<file path="src/rtl/rv32i_decode_stage.sv">
// rv32i_decode_stage
// Cracks a fetched RV32I instruction into ALU/branch controls, register
// addresses, class flags and sign-extended immediates. The decoded bundle is
// registered in MAIN and backed by a one-entry SKID register, so the stage
// runs at full throughput while in_ready stays a plain flop output.
module rv32i_decode_stage #(
   parameter int WIDTH = 32
) (
   input  logic             clk,
   input  logic             rst_n,
   input  logic             flush,
   input  logic             in_valid,
   output logic             in_ready,
   input  logic [31:0]      in_instr,
   input  logic [WIDTH-1:0] in_pc,
   output logic             out_valid,
   input  logic             out_ready,
   output logic [WIDTH-1:0] out_pc,
   output logic [4:0]       rs1_addr,
   output logic [4:0]       rs2_addr,
   output logic [4:0]       rd_addr,
   output logic             rd_we,
   output logic [2:0]       funct3,
   output logic [6:0]       funct7,
   output logic             isALUreg,
   output logic             isALUimm,
   output logic             isBranch,
   output logic             isLoad,
   output logic             isStore,
   output logic             isJAL,
   output logic             isJALR,
   output logic             isLUI,
   output logic             isAUIPC,
   output logic             isSYSTEM,
   output logic             isFENCE,
   output logic [WIDTH-1:0] Iimm,
   output logic [WIDTH-1:0] Simm,
   output logic [WIDTH-1:0] Bimm,
   output logic [WIDTH-1:0] Uimm,
   output logic [WIDTH-1:0] Jimm,
   output logic             illegal
);

   // Bit positions of the instruction class flags inside the stored bundle.
   localparam int C_ALUREG = 10;
   localparam int C_ALUIMM = 9;
   localparam int C_BRANCH = 8;
   localparam int C_LOAD   = 7;
   localparam int C_STORE  = 6;
   localparam int C_JAL    = 5;
   localparam int C_JALR   = 4;
   localparam int C_LUI    = 3;
   localparam int C_AUIPC  = 2;
   localparam int C_SYSTEM = 1;
   localparam int C_FENCE  = 0;

   // Classes that write a destination register.
   localparam logic [10:0] WRITERS = 11'h6BC;

   typedef struct packed {
      logic [WIDTH-1:0] pc;
      logic [4:0]       rs1;
      logic [4:0]       rs2;
      logic [4:0]       rd;
      logic             rdWe;
      logic [2:0]       funct3;
      logic [6:0]       funct7;
      logic [10:0]      cls;
      logic [WIDTH-1:0] iImm;
      logic [WIDTH-1:0] sImm;
      logic [WIDTH-1:0] bImm;
      logic [WIDTH-1:0] uImm;
      logic [WIDTH-1:0] jImm;
      logic             illegal;
   } entry_t;

   typedef enum logic [1:0] {
      EMPTY = 2'd0,
      BUSY  = 2'd1,
      FULL  = 2'd2
   } state_t;

   state_t     state_q, state_d;
   entry_t     main_q, main_d;
   entry_t     skid_q, skid_d;
   logic       inReady_q, inReady_d;
   entry_t     decoded;
   logic       badEnc;
   logic       accept;
   logic       consume;
   logic [6:0] opcode;

   assign opcode  = in_instr[6:0];
   assign accept  = in_valid & inReady_q;
   assign consume = (state_q != EMPTY) & out_ready;

   // Combinational decode of the incoming word into a storable bundle.
   always_comb begin
      decoded        = '0;
      badEnc         = 1'b0;
      decoded.pc     = in_pc;
      decoded.rs1    = in_instr[19:15];
      decoded.rs2    = in_instr[24:20];
      decoded.rd     = in_instr[11:7];
      decoded.funct3 = in_instr[14:12];
      decoded.funct7 = in_instr[31:25];
      decoded.iImm   = {{(WIDTH-12){in_instr[31]}}, in_instr[31:20]};
      decoded.sImm   = {{(WIDTH-12){in_instr[31]}}, in_instr[31:25], in_instr[11:7]};
      decoded.bImm   = {{(WIDTH-12){in_instr[31]}}, in_instr[7], in_instr[30:25],
                        in_instr[11:8], 1'b0};
      decoded.uImm   = {{(WIDTH-32){in_instr[31]}}, in_instr[31:12], 12'b0};
      decoded.jImm   = {{(WIDTH-20){in_instr[31]}}, in_instr[19:12], in_instr[20],
                        in_instr[30:21], 1'b0};
      case (opcode)
         7'b0110011: begin
            decoded.cls[C_ALUREG] = 1'b1;
            if (!((decoded.funct7 == 7'h00) ||
                  ((decoded.funct7 == 7'h20) && (decoded.funct3 inside {3'b000, 3'b101}))))
               badEnc = 1'b1;
         end
         7'b0010011: begin
            decoded.cls[C_ALUIMM] = 1'b1;
            if ((decoded.funct3 == 3'b001) && (decoded.funct7 != 7'h00))
               badEnc = 1'b1;
            if ((decoded.funct3 == 3'b101) && !(decoded.funct7 inside {7'h00, 7'h20}))
               badEnc = 1'b1;
         end
         7'b1100011: begin
            decoded.cls[C_BRANCH] = 1'b1;
            if (decoded.funct3 inside {3'b010, 3'b011}) badEnc = 1'b1;
         end
         7'b0000011: begin
            decoded.cls[C_LOAD] = 1'b1;
            if (decoded.funct3 inside {3'b011, 3'b110, 3'b111}) badEnc = 1'b1;
         end
         7'b0100011: begin
            decoded.cls[C_STORE] = 1'b1;
            if (decoded.funct3 > 3'b010) badEnc = 1'b1;
         end
         7'b1101111: decoded.cls[C_JAL] = 1'b1;
         7'b1100111: begin
            decoded.cls[C_JALR] = 1'b1;
            if (decoded.funct3 != 3'b000) badEnc = 1'b1;
         end
         7'b0110111: decoded.cls[C_LUI]    = 1'b1;
         7'b0010111: decoded.cls[C_AUIPC]  = 1'b1;
         7'b1110011: decoded.cls[C_SYSTEM] = 1'b1;
         7'b0001111: decoded.cls[C_FENCE]  = 1'b1;
         default:    badEnc = 1'b1;
      endcase
      if (in_instr[1:0] != 2'b11) badEnc = 1'b1;
      if (badEnc) decoded.cls = '0;
      decoded.illegal = badEnc;
      decoded.rdWe    = (|(decoded.cls & WRITERS)) && (decoded.rd != 5'd0);
   end

   // Handshake FSM: decides where an accepted entry lands and what MAIN shows next.
   always_comb begin
      state_d = state_q;
      main_d  = main_q;
      skid_d  = skid_q;
      if (flush) begin
         state_d = EMPTY;
         skid_d  = '0;
      end else begin
         case (state_q)
            EMPTY: begin
               if (accept) begin
                  main_d  = decoded;
                  state_d = BUSY;
               end
            end
            BUSY: begin
               if (accept && consume) begin
                  main_d = decoded;
               end else if (consume) begin
                  state_d = EMPTY;
               end else if (accept) begin
                  skid_d  = decoded;
                  state_d = FULL;
               end
            end
            FULL: begin
               if (consume) begin
                  main_d  = skid_q;
                  state_d = BUSY;
               end
            end
            default: state_d = EMPTY;
         endcase
      end
      inReady_d = (state_d != FULL);
   end

   // State, buffers and the registered ready flag; reset empties the stage at once.
   always_ff @(posedge clk or negedge rst_n) begin
      if (!rst_n) begin
         state_q   <= EMPTY;
         main_q    <= '0;
         skid_q    <= '0;
         inReady_q <= 1'b1;
      end else begin
         state_q   <= state_d;
         main_q    <= main_d;
         skid_q    <= skid_d;
         inReady_q <= inReady_d;
      end
   end

   assign in_ready  = inReady_q;
   assign out_valid = (state_q != EMPTY);
   assign out_pc    = main_q.pc;
   assign rs1_addr  = main_q.rs1;
   assign rs2_addr  = main_q.rs2;
   assign rd_addr   = main_q.rd;
   assign rd_we     = main_q.rdWe;
   assign funct3    = main_q.funct3;
   assign funct7    = main_q.funct7;
   assign isALUreg  = main_q.cls[C_ALUREG];
   assign isALUimm  = main_q.cls[C_ALUIMM];
   assign isBranch  = main_q.cls[C_BRANCH];
   assign isLoad    = main_q.cls[C_LOAD];
   assign isStore   = main_q.cls[C_STORE];
   assign isJAL     = main_q.cls[C_JAL];
   assign isJALR    = main_q.cls[C_JALR];
   assign isLUI     = main_q.cls[C_LUI];
   assign isAUIPC   = main_q.cls[C_AUIPC];
   assign isSYSTEM  = main_q.cls[C_SYSTEM];
   assign isFENCE   = main_q.cls[C_FENCE];
   assign Iimm      = main_q.iImm;
   assign Simm      = main_q.sImm;
   assign Bimm      = main_q.bImm;
   assign Uimm      = main_q.uImm;
   assign Jimm      = main_q.jImm;
   assign illegal   = main_q.illegal;

endmodule
</file>
<file path="config.mk">
export PLATFORM = sky130hd
export DESIGN_NAME = rv32i_decode_stage
export DESIGN_NICKNAME = d
export VERILOG_FILES = /design/src/rtl/rv32i_decode_stage.sv
export SDC_FILE = /design/constraint.sdc
export NUM_CORES = 1
export LEC_CHECK = 0
export ABC_CLOCK_PERIOD_IN_PS = 3700
export CAP_MARGIN = 10
export CORE_MARGIN = 4
export CORE_UTILIZATION = 30
export DETAILED_ROUTE_END_ITERATION = 7
export PLACE_DENSITY = 0.68
export SETUP_SLACK_MARGIN = 0.3
export SYNTH_ARGS = -nofsm -noshare
export SYNTH_HDL_FRONTEND = slang
export SYNTH_SLANG_ARGS = --single-unit
</file>
<file path="constraint.sdc">
create_clock -name clk -period 3.7 [get_ports clk]
set_clock_uncertainty 0.1 [all_clocks]
set_input_delay 0.37 -clock clk [delete_from_list [all_inputs] [get_ports clk]]
set_output_delay 0.37 -clock clk [all_outputs]
set_load 0.02 [all_outputs]
</file>
==> run summary <==
Max Clock Freq: 366 MHz
Cell taking the most area after synthesis: dfrtp_1
Post-synthesis cell count: 935
Sequential element share of the synthesized area: 45.9%
Syn avg cell area: 8.34 um2
Vias in the first global route: 6163
Setup TNS Final: 0 ns
Height of the die: 169 um
Crit path launch type: flip-flop
Synth Cell Area: 7790 um2
Setup crit end kind: output port
MaxCap Viol Count: 0
Levels on crit path: 1
Synthesized flop and latch total: 143
GRT Util Overall: 15.1%
Ys flop type: dfrtp_1
Synth top area share: 45.6%
Share of cells above drive strength 1: 5.76%
Relative slew slack: 32.1%
Synth top cells by count: nand2_1, buf_4, dfrtp_1
RSZ-0062 raised after global routing: false
Critical path fanouts, max: 77
Leakage: 4.16 nW
Gpl congestion: 0.789
Final ANT Viol Nets: 0
Hold buffers post-CTS: 1
Count leader, synth: nand2_1
I/O Pins: 301
Layout area overhead: 33.0%
Avg WL per Cell: 16.0 um
Port buffer count: 286
NumNets Final: 1115
Worst path slowest cell: dfrtp_2
Place WS: 0.987 ns
Top post-synthesis cells by area: dfrtp_1, buf_4, nand2_1
Gate power share: 35.7%
Sw Ratio: 35.5%
Post-CTS Setup Inserts: 0
Critical path buffers and inverters: 1
Post-synth EDFFs: 0
Starting DRT DRC Count: 507
Die footprint: 28600 um2
Clock sinks: 143
Required @ worst endpoint: 3.23 ns
Clock share of power: 29.7%
Cell family with most CP delay: flip-flops
Async set-reset flop share out of synthesis: 100%
Dpl hpwl: 15100 um
Endpoints failing hold: 0
Largest net degree at the start of global routing: 79
Total power divided by cell area: 527 nW/um2
Util after Layout: 40.8%
Clock Tree Buf Depth: 2
Initial Util: 30.7%
ANT cells: 0
Drt first pass iters: 5
DRC: 0
Worst skew pair latency: 0.42 ns
Fin Hold WS: 0.401 ns
Unique masters post-synth: 55
Synth warn: 0
Slew @ Worst Pin: 1.02 ns
Status: finished clean
H-tree Lvls: 4
Root buf cell: clkbuf_16
Critical-path cell list: clkdlybuf4s50_1
Hold crit path type: in -> async
Psw: 1.94 mW
Tcrit/Tclk final: 73.9%
First-pass GRT wire length: 34500 um
Tmin final: 2.74 ns
Core ar.: 25400 um2
Number of vias per cell: 4.71
DP Area: 9800 um2
Drt total wl: 22200 um
R2r worst-path depth: 6
# setup viols final: 0
Post-CTS resize count: 0
Final worst slack: 0.965 ns
TritonCTS buffer count: 17
Reg power frac: 34.6%
Total grt overflow: 0
Fin. max-slew vios: 0
Worst IR Drop VDD: 0.267 mV
Arrival time worst endpoint: 2.27 ns
Routed via count: 6540
Die W: 169 um
Initial antenna violation count: 0
Largest stage delay on the critical path: 1.04 ns
Standard-cell rows: 58
Internal power: 3.52 mW
CTS tree: built
Design area: 10400 um2
Kind of critical path: reg -> out
Worst-path clk slew: 0.07 ns
[routing by layer]
metal  track usage, %  vias up  routed length, um
met5                0        -                  0
met4             5.64        0                561
met3             3.45       32               1530
met2             26.7      242              11400
met1             18.0     3128               8740
li1                 -     3138                  -
[flip-flops by register name (all words and copies together), names as in the netlist, 2 cells and up]
name      flops
skid_q       70
out_pc       32
funct7        6
rd_addr       4
rs1_addr      4
rs2_addr      4
Iimm          2
Uimm          2
funct3        2
state_q       2
[worst paths after layout]
kind	start	end	slack, ns
worst min register to register	skid_q[167]	skid_q[167]	0.42
min in group clk	skid_q[167]	skid_q[167]	0.42
worst min-delay path	rst_n	rs2_addr[2]	0.40
worst max register to register	state_q[1]	out_pc[3]	1.07
worst max-delay path	Iimm[30]	Iimm[25]	0.96
max in group asynchronous	rst_n	isJALR	2.30
[cell usage in the layout, fill, tap and decap left out, drive strengths merged, types with 3 or more instances in the layout]
cell type,netlist,layout
o21ai,4,4
clkinvlp,0,4
inv,6,14
clkdlybuf4s50,0,284
clkinv,0,3
a31oi,64,64
clkbuf,39,17
buf,179,12
a21o,3,3
conb,1,14
or3,3,3
mux2i,3,3
nor3,5,5
dfrtp,142,142
nand4,5,5
a21oi,71,71
nand2,265,265
nand2b,5,5
and2,3,3
nand3b,5,5
nor2b,3,3
nor2,78,78
nand3,14,14
and3,3,3
[per-stage QoR]
step	std cells	total power [mW]
3_5_place_dp	1356	3.90
4_1_cts	1389	5.54
5_1_grt	1389	5.73
2_1_floorplan	948	3.22
3_3_place_gp	1356	3.88
6_report	1389	5.46
[logic make-up after synthesis]
| logic type | count (synthesis) | share of synthesized area [%] |
|---|---|---|
| other | 1 | 0.0481 |
| muxes | 3 | 0.385 |
| buffers and inverters | 224 | 18.8 |
| AOI/OAI and AO/OA | 161 | 13.1 |
| xor gates and xnor gates | 2 | 0.225 |
| DFF | 143 | 45.9 |
| and+or+nand+nor | 401 | 21.5 |
[layout make-up]
class                      count  area (um2)
inverter                       6        22.5
sequential                   143        3580
clock inverter                15         128
tap                          330         413
multi-input combinational    581        2810
timing repair buffer         297        2980
clock buffer                  17         425
fill                        2524       15000
[power by group through the flow]
stage	logic [mW]	clock network (mW)	registers, mW
floorplan	1.16	0	2.06
CTS	1.97	1.67	1.90
global placement	1.96	0	1.92
global route	2.05	1.74	1.93
finish	1.95	1.62	1.89
detailed placement	1.97	0	1.93
(Power assumes the default switching activity.)
